File: src/rtl/sram_arbiter.sv
`default_nettype none
// ============================================================================
// Module      : sram_arbiter
// Description : Single-port controller and arbiter for one asynchronous
//               16-bit SRAM. It is shared between the instruction-fetch (IF)
//               requester and the data-memory (MEM stage) requester. Multi-
//               cycle read and write bus cycles are sequenced with a
//               programmable strobe length. The block also produces the
//               structural-hazard stall (mem_conflict) that the pipeline
//               hazard unit uses.
// Revision    : 1.0 - initial release
// ----------------------------------------------------------------------------
// Parameters
//   ADDR_W       SRAM word-address width
//   DATA_W       data width
//   WAIT_CYCLES  extra cycles the read/write strobe is held low beyond the
//                first one (0..7)
// Ports
//   clk, rst                  system clock, asynchronous active-high reset
//   if_req/if_addr            IF read request (level, held until if_ack)
//   if_rdata/if_ack           IF read data and one-cycle completion pulse
//   mem_req/mem_we/mem_addr   MEM request (level, held until mem_ack)
//   mem_wdata                 MEM write data
//   mem_rdata/mem_ack         MEM read data and one-cycle completion pulse
//   mem_conflict              IF must stall because MEM owns/claims the SRAM
//   busy                      a bus cycle is in progress
//   sram_addr/sram_dout       registered address and write data to the pads
//   sram_doe                  pad output enable for the data tristate
//   sram_din                  read data from the pads
//   sram_ce_n/oe_n/we_n       registered active-low SRAM strobes
// ============================================================================
module sram_arbiter #(
  parameter int ADDR_W      = 18,
  parameter int DATA_W      = 16,
  parameter int WAIT_CYCLES = 1
) (
  input  logic              clk,
  input  logic              rst,
  // instruction-fetch requester
  input  logic              if_req,
  input  logic [ADDR_W-1:0] if_addr,
  output logic [DATA_W-1:0] if_rdata,
  output logic              if_ack,
  // data-memory requester
  input  logic              mem_req,
  input  logic              mem_we,
  input  logic [ADDR_W-1:0] mem_addr,
  input  logic [DATA_W-1:0] mem_wdata,
  output logic [DATA_W-1:0] mem_rdata,
  output logic              mem_ack,
  // pipeline status
  output logic              mem_conflict,
  output logic              busy,
  // SRAM pins
  output logic [ADDR_W-1:0] sram_addr,
  output logic [DATA_W-1:0] sram_dout,
  output logic              sram_doe,
  input  logic [DATA_W-1:0] sram_din,
  output logic              sram_ce_n,
  output logic              sram_oe_n,
  output logic              sram_we_n
);

  // --------------------------------------------------------------------------
  // Bus-cycle sequencer states
  // --------------------------------------------------------------------------
  typedef enum logic [2:0] {
    S_IDLE     = 3'd0,
    S_RD       = 3'd1,
    S_WR_SETUP = 3'd2,
    S_WR_PULSE = 3'd3,
    S_WR_HOLD  = 3'd4,
    S_ACK      = 3'd5
  } state_t;

  // Reload value of the strobe-length counter. A strobe phase lasts
  // c_wait_load+1 cycles because the phase ends on the edge where the
  // counter is already zero.
  localparam logic [2:0] c_wait_load = 3'(WAIT_CYCLES);

  state_t     r_state;
  logic       r_owner_mem;  // 1 = MEM owns the current bus cycle, 0 = IF
  logic [2:0] r_cnt;        // remaining extra strobe cycles

  // --------------------------------------------------------------------------
  // Status outputs
  // --------------------------------------------------------------------------
  // IF has to stall when MEM is about to be granted (MEM wins arbitration in
  // IDLE) or while a MEM-owned cycle is running. An IF-owned cycle never
  // stalls IF through this path.
  assign mem_conflict = if_req &
                        (((r_state == S_IDLE) & mem_req) |
                         ((r_state != S_IDLE) & r_owner_mem));

  assign busy = (r_state != S_IDLE);

  // --------------------------------------------------------------------------
  // Sequencer. Every pin-facing control is a flop, so the strobes change only
  // on clock edges and cannot glitch. Outputs are set on the edge that enters
  // a state, so that they line up with that state's cycle.
  // --------------------------------------------------------------------------
  always_ff @(posedge clk or posedge rst) begin
    if (rst) begin
      r_state     <= S_IDLE;
      r_owner_mem <= 1'b0;
      r_cnt       <= 3'd0;
      sram_addr   <= '0;
      sram_dout   <= '0;
      sram_doe    <= 1'b0;
      sram_ce_n   <= 1'b1;
      sram_oe_n   <= 1'b1;
      sram_we_n   <= 1'b1;
      if_ack      <= 1'b0;
      mem_ack     <= 1'b0;
      if_rdata    <= '0;
      mem_rdata   <= '0;
    end else begin
      // Acks are single-cycle pulses. They are raised only on entry to ACK.
      if_ack  <= 1'b0;
      mem_ack <= 1'b0;

      case (r_state)
        // ------------------------------------------------------------------
        // Arbitration with strict MEM priority. Request inputs are latched
        // here only. Later changes have no effect until the cycle finishes.
        // ------------------------------------------------------------------
        S_IDLE: begin
          if (mem_req) begin
            r_owner_mem <= 1'b1;
            sram_addr   <= mem_addr;
            sram_ce_n   <= 1'b0;
            if (mem_we) begin
              // Drive data from the setup cycle so that it is stable well
              // before we_n falls.
              sram_dout <= mem_wdata;
              sram_doe  <= 1'b1;
              r_state   <= S_WR_SETUP;
            end else begin
              sram_oe_n <= 1'b0;
              r_cnt     <= c_wait_load;
              r_state   <= S_RD;
            end
          end else if (if_req) begin
            r_owner_mem <= 1'b0;
            sram_addr   <= if_addr;
            sram_ce_n   <= 1'b0;
            sram_oe_n   <= 1'b0;
            r_cnt       <= c_wait_load;
            r_state     <= S_RD;
          end
        end

        // ------------------------------------------------------------------
        // Read strobe. The pad data is sampled on the last edge of the
        // strobe, and the owner's ack is raised for the following cycle.
        // ------------------------------------------------------------------
        S_RD: begin
          if (r_cnt == 3'd0) begin
            if (r_owner_mem) begin
              mem_rdata <= sram_din;
              mem_ack   <= 1'b1;
            end else begin
              if_rdata  <= sram_din;
              if_ack    <= 1'b1;
            end
            sram_ce_n <= 1'b1;
            sram_oe_n <= 1'b1;
            r_state   <= S_ACK;
          end else begin
            r_cnt <= r_cnt - 3'd1;
          end
        end

        // One cycle with address/data on the pads before we_n falls.
        S_WR_SETUP: begin
          sram_we_n <= 1'b0;
          r_cnt     <= c_wait_load;
          r_state   <= S_WR_PULSE;
        end

        // Write strobe. The data is committed when we_n rises at the end.
        S_WR_PULSE: begin
          if (r_cnt == 3'd0) begin
            sram_we_n <= 1'b1;
            r_state   <= S_WR_HOLD;
          end else begin
            r_cnt <= r_cnt - 3'd1;
          end
        end

        // Address and data stay driven one cycle after we_n rises (hold
        // time). The pads are released on entry to ACK.
        S_WR_HOLD: begin
          sram_ce_n <= 1'b1;
          sram_doe  <= 1'b0;
          if (r_owner_mem) begin
            mem_ack <= 1'b1;
          end else begin
            if_ack  <= 1'b1;
          end
          r_state <= S_ACK;
        end

        // The bus is parked for this cycle. There is no grant from ACK, so
        // one idle cycle always separates two transactions.
        S_ACK: begin
          r_state <= S_IDLE;
        end

        // Unreachable encodings: park the bus safely and return to IDLE.
        default: begin
          sram_ce_n <= 1'b1;
          sram_oe_n <= 1'b1;
          sram_we_n <= 1'b1;
          sram_doe  <= 1'b0;
          r_state   <= S_IDLE;
        end
      endcase
    end
  end

endmodule
`default_nettype wire

File: config.mk
export PLATFORM = sky130hd
export DESIGN_NAME = sram_arbiter
export DESIGN_NICKNAME = d
export VERILOG_FILES = /design/src/rtl/sram_arbiter.sv
export SDC_FILE = /design/constraint.sdc
export NUM_CORES = 1
export LEC_CHECK = 0
export BUFFER_PORTS_ARGS = -buffer_cell sky130_fd_sc_hd__buf_2
export CORE_ASPECT_RATIO = 0.6
export CORE_MARGIN = 3
export CORE_UTILIZATION = 46
export DETAILED_ROUTE_END_ITERATION = 10
export PLACE_DENSITY = 0.78
export SLEW_MARGIN = 30
export SYNTH_ARGS = -nofsm -noshare
export SYNTH_HDL_FRONTEND = slang
export SYNTH_SLANG_ARGS = --single-unit
File: constraint.sdc
create_clock -name clk -period 5 [get_ports clk]
set_input_delay 0.5 -clock clk [delete_from_list [all_inputs] [get_ports clk]]
set_output_delay 0.5 -clock clk [all_outputs]
set_load 0.05 [all_outputs]
After elaboration in Yosys (flattened, before gate mapping)
Cells that the tools add are included.
{"block": "totals", "reg_bits": 79, "inputBits": 73, "output_inout_bits": 74, "elab_cells": 85}
{"block": "classes", "n_addsub": 1, "n_eq_ne": 12, "mux": 30, "n_bitwise": 9, "reduce_logical": 20}
{"cell": "2-to-1 mux 18 bit", "n": 2}
{"cell": "2-to-1 mux 3 bit", "n": 7}
{"cell": "AND reduction 3 bit", "n": 6}
{"cell": "one-hot mux 3 bit (5 select lines)", "n": 1}
{"cell": "2-to-1 mux 1 bit", "n": 12}
{"cell": "OR reduction 4 bit", "n": 3}
{"cell": "inequality test 2 bit, second input constant", "n": 5}
{"cell": "one-hot mux 1 bit (3 select lines)", "n": 3}
{"cell": "one-hot mux 3 bit (3 select lines)", "n": 1}
{"cell": "AND reduction 4 bit", "n": 2}
{"cell": "equality test 3 x 2 -> 1 bit, second input constant", "n": 2}
{"cell": "equality test 3 bit, second input constant", "n": 2}
{"cell": "zero test 3 bit", "n": 2}
{"cell": "inequality test 3 bit, second input constant", "n": 2}
{"cell": "one-hot mux 1 bit (2 select lines)", "n": 3}
{"cell": "nonzero test 3 bit", "n": 2}
{"cell": "inverter 1 bit", "n": 5}
{"cell": "AND reduction 2 bit", "n": 2}
{"cell": "AND 1 bit", "n": 3}
{"cell": "equality test 3 x 1 -> 1 bit, second input constant", "n": 1}
{"cell": "OR reduction 3 bit", "n": 1}
{"cell": "subtractor 3 x 1 -> 3 bit, second input constant", "n": 1}
{"cell": "2-to-1 mux 2 bit", "n": 1}
{"cell": "nonzero test 2 bit", "n": 1}
{"cell": "other kinds (2)", "n": 2}

Longest topological paths before layout
Gate-level depths: netlist (run 1).
{"block": "depth", "word_depth": 4, "mapped_depth": 6, "mapped_depth_nobuf": 5}

Worst setup path after synthesis (run 1)
No wires, ideal clock.
{"block": "synth_timing", "path_type": "input to output", "startpoint": "input port mem_req", "endpoint": "output port mem_conflict", "arrival_ps": 2267, "required_ps": 4500, "path_slack_ps": 2233, "path_stages": 4, "path_buffers": 2, "path_cell_list": "buf_2 > buf_1 > nand2_1 > a21boi_0"}
{"block": "synth_via", "elab_chain_cells": 3}
{"item": "from (decl)", "line_no": "45", "text": "input logic mem_req,"}
{"item": "AND 1 bit", "line_no": "92", "text": "(((r_state == S_IDLE) & mem_req) |"}
{"item": "OR 1 bit", "line_no": "92"}
{"item": "AND 1 bit", "line_no": "91", "text": "assign mem_conflict = if_req &"}
{"item": "to (decl)", "line_no": "52", "text": "output logic mem_conflict,"}
Every way passes these cells.

Worst setup path after layout (run 1)
{"block": "layout_timing", "startpoint": "register r_state[1]", "endpoint": "output port mem_conflict"}
{"block": "layout_via", "elab_chain_cells": 4, "elab_cells_between_ends": 6, "classes_between": "bitwise: 4; reduce/logical: 2"}
{"item": "from (decl)", "line_no": "81", "text": "state_t r_state;"}
{"item": "from (signal assigned)", "line_no": "104", "text": "r_state <= S_IDLE;"}
{"item": "from (signal assigned)", "line_no": "137", "text": "r_state <= S_WR_SETUP;"}
{"item": "from (signal assigned)", "line_no": "141", "text": "r_state <= S_RD;"}
{"item": "zero test 3 bit / nonzero test 3 bit (equally long branches)", "line_no": "92, 93"}
{"item": "AND 1 bit (on tied branches)", "line_no": "92, 93"}
{"item": "OR 1 bit (*)", "line_no": "92"}
{"item": "AND 1 bit (*)", "line_no": "91"}
Mark *: on every way between the ends. The rest lies on a longest branch, timed or not.

==> results.toml, run 1 <==
[run_status]
status = "finished, final reports clean"

[clocking]
postCtsSetupRepairBufs = 0
clockBufferDepth = 2
hold_buffers = 0
cts-root-buf = "clkbuf_16"
clkTransAtPathRegs_ns = 0.06
cts_resized = 0
numCtsBuffers = 9
worstSkewPairLatency_ns = 0.33
cts_tree = "built"
htree_levels = 3
cts_num_sinks = 79

[yosys]
synth_area_mm2 = 0.00341
synth_top_cell_area_share = 0.557
ys_seq_elements = 79
synth.area.top_cells = "dfrtp_1 (56%), mux2_2 (16%), mux2i_1 (5.9%)"
synth.avg_cell_area_um2 = 13.1
seq_area_frac_synth = 0.580
async_flop_share = 1.00
yosysWarnings = 0
yosysUniqueCellTypes = 46
synth-edff-count = 0
netlist_instances = 260
synthFlopType = "dfrtp_1"
synth_nets = 335
yosysTopAreaCell = "dfrtp_1"

[place]
portBuffers = 146
place.gp.congestion = 0.821
dp_hpwl_um = 5860
place_area_mm2 = 0.00420

[worst_hold_path]
holdCritPathClass = "primary input to async pin"

[timing]
setup_tns_ns = 0
fin_worst_skew_ns = 0.00637
setup_violations = 0
grt_setup_unrepaired = "no"
fmax_mhz = 350
maxSlewHeadroom = 0.431
final_max_slew_viol_count = 0
final-hold-violation-count = 0
fin_crit_ns = 2.86
worstMarginPinSlew_ns = 0.851
fin_crit_sh = 0.572
whs_ns = 0.365

[worst_setup_path]
rr_worst_depth = 4
path_cells = "nor3_4 -> inv_2 -> nand2_1 -> a21boi_0 -> buf_2"
r2r-end = "sram_addr[14]"
cp_max_fo = 23
r2r_slack_ns = 2.34
end_kind = "primary output"
cp.arrival_ns = 2.36
path_class = "flop to primary output"
timing.rr.start = "r_state[1]"
cpMaxStageDelayCell = "nor3_4"
cpPeakStageDelay_ns = 0.81
cp.required_ns = 4.50
setup.worst_path.start_class = "flop"

[grt]
overflow = 0
grt_pass1_wl_um = 13100
grtUsageTotal = 0.202
grt_pass1_vias = 2674
grt-busiest-layer = "met2"
met3_usage = 0.0829
antenna_found_initial = 0
met1_usage = 0.267
grt_max_degree = 80
use_met2 = 0.302

[final_layout]
antenna_cells = 0
design_area_mm2 = 0.00455
synthToLayoutAreaGrowth_pct = 33.4
utilization = 0.656
final_layout_size_suffix_gt1_frac = 0.548
fin_nets = 479
fill_cells = 530

[floorplanning]
rows = 23
start_util = 0.492
die_h_um = 72.7
die_w_um = 117
design.die.area_mm2 = 0.00852
core_mm2 = 0.00694
io_pins = 147

[detailed_routing]
drt_wl_total_um = 8200
vias = 2608
vias_per_cell = 5.12
dr.pass1.iters = 4
drcViolationCount = 0
ant_nets = 0
drt-wirelength-per-cell_um = 16.1
drtIter0Drc = 217

[flow_run]
cap_violations = 0
[per-stage QoR]
stage               instances  worst slack (ns)
detailed placement        492              2.37
global placement          492              2.43
global route              509              1.95
finish                    509              2.14
CTS                       508              2.12
floorplan                 260              2.23
[critical path, delay by kind of cell, from the launching register on]
family / cells / cell delay, ns
AND/OR/NAND/NOR: 2 / 0.92
flip-flops: 1 / 0.61
buffers and inverters: 2 / 0.42
AO/OA/AOI/OAI: 1 / 0.08
[cell type report]
cell class | count | area (um^2) | share of cell area
repair buffers | 148 | 753 | 0.165
flip-flops and latches | 79 | 1980 | 0.435
well taps | 100 | 125 | 0.0275
inverters | 10 | 38.8 | 0.00852
multi-input cells | 156 | 1320 | 0.290
clock buffers | 12 | 256 | 0.0563
clock inverters | 4 | 76.3 | 0.0168
[cell families (layout without fill, tap and decap cells)]
group | Yosys count | count (layout) | synth area share
simple gates | 27 | 27 | 0.0605
buf+inv | 25 | 174 | 0.0323
xor+xnor | 1 | 1 | 0.00257
fa+ha+maj | 2 | 2 | 0.00733
flops | 79 | 79 | 0.580
compound gates | 58 | 58 | 0.0998
mux | 68 | 68 | 0.217
[cell usage in the layout (no fill, tap or decap), types with 2 or more instances in the layout]
| cell | instances |
|---|---|
| o22ai_1 | 3 |
| dfrtp_1 | 76 |
| bufinv_16 | 2 |
| nand2_1 | 5 |
| buf_2 | 146 |
| buf_6 | 2 |
| inv_1 | 8 |
| clkbuf_8 | 2 |
| ha_1 | 2 |
| a21oi_1 | 39 |
| a31oi_1 | 2 |
| dfstp_2 | 3 |
| clkbuf_16 | 9 |
| nand2b_1 | 3 |
| mux2_2 | 48 |
| nor2_1 | 4 |
| a22o_1 | 3 |
| mux2i_1 | 20 |
[flip-flops by register name, indices dropped and copies added (netlist names)]
name / cells
r_cnt: 3
sram_oe_n: 1
r_owner_mem: 1
mem_rdata: 16
sram_addr: 18
mem_ack: 1
sram_dout: 16
sram_ce_n: 1
if_ack: 1
sram_doe: 1
sram_we_n: 1
r_state: 3
if_rdata: 16
[worst max path at each step]
stage	cells past startpoint	start	endpoint	slack (ns)
finish	5	r_state[1]	mem_conflict	2.14
global route	5	r_state[1]	mem_conflict	1.95
CTS	5	r_state[1]	mem_conflict	2.12
detailed placement	4	r_state[1]	sram_addr[14]	2.37
global placement	4	r_state[1]	sram_addr[15]	2.43
floorplan	4	mem_req	mem_conflict	2.23
[layer usage]
metal | wire length [um] | part of all wire
met5 | 0 | 0
met2 | 3710 | 0.45
met3 | 716 | 0.087
met4 | 43 | 0.0052
met1 | 3740 | 0.46
[synth_stat cells (2+ instances only)]
master and instances:
a21oi_1 39, a22o_1 3, a31oi_1 2, buf_2 4
clkbuf_1 8, dfrtp_1 76, dfstp_2 3, ha_1 2
inv_1 9, mux2_2 48, mux2i_1 20, nand2_1 5
nand2b_1 3, nor2_1 4, o22ai_1 3
Power of run 1 is not shown: default switching activity piles up to over one toggle a cycle in this logic, so the estimate is an artifact.
==> run 2, diff against run 1 <==
--- a/config.mk
+++ b/config.mk
@@ -5,12 +5,13 @@
 export SDC_FILE = /design/constraint.sdc
 export NUM_CORES = 1
 export LEC_CHECK = 0
+export ABC_AREA = 1
 export BUFFER_PORTS_ARGS = -buffer_cell sky130_fd_sc_hd__buf_2
 export CORE_ASPECT_RATIO = 0.6
 export CORE_MARGIN = 3
 export CORE_UTILIZATION = 46
 export DETAILED_ROUTE_END_ITERATION = 10
-export PLACE_DENSITY = 0.78
+export PLACE_DENSITY = 0.77
 export SLEW_MARGIN = 30
 export SYNTH_ARGS = -nofsm -noshare
 export SYNTH_HDL_FRONTEND = slang
==> constraint.sdc (replaced) <==
create_clock -name clk -period 2.8 [get_ports clk]
set_input_delay 0.28 -clock clk [delete_from_list [all_inputs] [get_ports clk]]
set_output_delay 0.28 -clock clk [all_outputs]
set_load 0.05 [all_outputs]
==> run 2 against run 1 <==
Wire length down 3.6%. Sequential share of layout area down 0.98 points. Synthesized cell count up 52%. Via count up 16%. Cell count up 27%. Critical path type unchanged. Flip-flop and latch count unchanged. Non-clock buffer count up 1. Global-route usage down 2.6 points. Synthesized area up 5.9%. Clock-buffer cell count down 2. Critical endpoint unchanged.
==> results.toml, run 2 <==
[timing]
worstMarginPinSlew_ns = 0.656
setup_tns_ns = 0
fin_crit_ns = 2.00
setup_violations = 0
grt_setup_unrepaired = "no"
fin_crit_sh = 0.715
fmax_mhz = 499
final_max_slew_viol_count = 0
final-hold-violation-count = 0
maxSlewHeadroom = 0.562
fin_worst_skew_ns = 0.00400

[yosys]
yosysMostFrequentCell = "nand2_1"
synthFlopType = "dfrtp_1"
yosysWarnings = 0
synth_nets = 471
synth_common_cells = "nand2_1 (137), dfrtp_1 (76), inv_1 (49)"
seq_area_frac_synth = 0.548
synth_area_mm2 = 0.00361
async_flop_share = 1.00
synth.area.top_cells = "dfrtp_1 (53%), nand2_1 (14%), o21ai_2 (7.3%)"
synth.avg_cell_area_um2 = 9.12
netlist_instances = 396
synth_top_cell_area_share = 0.526
ys_seq_elements = 79
yosysUniqueCellTypes = 27
yosysTopAreaCell = "dfrtp_1"
synth-edff-count = 0

[final_layout]
fill_cells = 671
layout_commonest_cell = "buf_2"
design_area_mm2 = 0.00466
synthToLayoutAreaGrowth_pct = 28.9
utilization = 0.625
antenna_cells = 0
final_cell_mix = "buf_2 (146), nand2_1 (137), dfrtp_1 (76), inv_1 (48), o21ai_2 (30)"
largest_register_ff_count = 18
regMostFlops = "sram_addr"
final_layout_size_suffix_gt1_frac = 0.385
fin_nets = 613

[run_status]
status = "finished, final reports clean"

[clocking]
cts-root-buf = "clkbuf_16"
postCtsSetupRepairBufs = 0
clockBufferDepth = 2
hold_buffers = 0
clkTransAtPathRegs_ns = 0.06
cts_tree = "built"
worstSkewPairLatency_ns = 0.33
numCtsBuffers = 9
htree_levels = 3
cts_resized = 0
cts_num_sinks = 79

[grt]
antenna_found_initial = 0
grtUsageTotal = 0.176
overflow = 0
grt_pass1_wl_um = 12500
grt_pass1_vias = 2750
grt_max_degree = 40

[place]
dp_hpwl_um = 5970
portBuffers = 146
place.gp.congestion = 0.800
place_area_mm2 = 0.00436

[floorplanning]
io_pins = 147
start_util = 0.485
core_mm2 = 0.00745
rows = 24
design.die.area_mm2 = 0.00899
die_w_um = 120
die_h_um = 74.7

[pwr]
ir_worst_vdd_mv = 0.743
power_switching_w = 0.00360
p_clk_frac = 0.164
combPwrFrac = 0.542
seqPwrFrac = 0.294
power_density_mw_per_mm2 = 1490
leakage_nw = 2.55
sw_frac_of_total = 0.519
intPower_w = 0.00334

[flow_run]
cap_violations = 0

[detailed_routing]
ant_nets = 0
drcViolationCount = 0
vias = 3020
drt_wl_total_um = 7900
dr.pass1.iters = 4
drtIter0Drc = 180
vias_per_cell = 4.67
drt-wirelength-per-cell_um = 12.2

[worst_setup_path]
cp.required_ns = 2.52
end_kind = "primary output"
path_class = "flop to primary output"
setup.worst_path.start_class = "flop"
cp_max_fo = 8
cp.arrival_ns = 1.72

[worst_hold_path]
holdCritPathClass = "primary input to async pin"
run 2: cell types whose count changed after synthesis, sizes merged, moves of 9 or more:
cell   delta
o21ai    +56
a21oi    -36
o21a     +17
mux2i    -20
nand3    +10
nand2   +134
mux2     -48
inv      +41
buf       +9
run 2: area by class of cell:
cell class                 instances  area (um^2)  area share
sequential                        79         1980       0.425
multi-input combinational        248         1300       0.279
timing repair buffer             149          753       0.162
clock buffer                      10          239      0.0513
inverter                          51          195      0.0419
tap                              104          130      0.0279
clock inverter                     6         60.1      0.0129
run 2: logic make-up (layout without fill, tap and decap cells):
family / Yosys count / in the layout / synth area share
compound gates: 80 / 80 / 0.156
xor+xnor: 2 / 2 / 0.00485
fa+ha+maj: 2 / 2 / 0.00692
buf+inv: 69 / 216 / 0.0925
flops: 79 / 79 / 0.548
simple gates: 164 / 164 / 0.192
run 2: power by group through the flow:
stage	logic, W	clock network (W)	registers, W
CTS	0.00381	0.00117	0.00204
global route	0.00403	0.00123	0.00211
finish	0.00376	0.00114	0.00204
floorplan	0.00127	0	0.00379
global placement	0.00374	0	0.00204
detailed placement	0.00381	0	0.00204
run 2: metrics by stage:
| stage | hold WS, ns | worst slack (ns) | power [W] | std cells |
|---|---|---|---|---|
| 2_1_floorplan | 0.390 | 0.502 | 0.00506 | 396 |
| 3_3_place_gp | 0.394 | 0.976 | 0.00578 | 631 |
| 3_5_place_dp | 0.398 | 0.862 | 0.00585 | 631 |
| 4_1_cts | 0.0390 | 0.781 | 0.00702 | 647 |
| 5_1_grt | 0.0550 | 0.676 | 0.00736 | 647 |
| 6_report | 0.0206 | 0.797 | 0.00694 | 647 |
run 2: routing by layer:
metal | wire length [um] | part of all wire | GRT usage | vias to the layer above
met5 | 0 | 0 | 0 | -
met4 | 76 | 0.0096 | 0.0603 | 0
met3 | 691 | 0.087 | 0.0623 | 7
met2 | 3480 | 0.44 | 0.282 | 109
met1 | 3660 | 0.46 | 0.228 | 1383
li1 | - | - | - | 1521
run 2: critical path, stage by stage, from the launching register on:
cell,delay (ns)
dfrtp_1,0.48
nor2_4,0.21
nand2_2,0.11
nor2_4,0.09
nand2_1,0.07
a21boi_1,0.15
buf_2,0.28
run 2: final timing paths:
check	startpoint	endpoint	slack, ns	cells past startpoint
worst max-delay path	r_state[1]	mem_conflict	0.80	6
worst max register to register	r_cnt[0]	if_rdata[2]	1.06	7
min in group clk	mem_wdata[2]	sram_dout[2]	0.15	3
max in group asynchronous	rst	mem_rdata[10]	2.02	3
worst min register to register	sram_ce_n	sram_ce_n	0.46	2
worst min-delay path	rst	sram_dout[7]	0.02	2
Power figures use the tool's default switching activity.
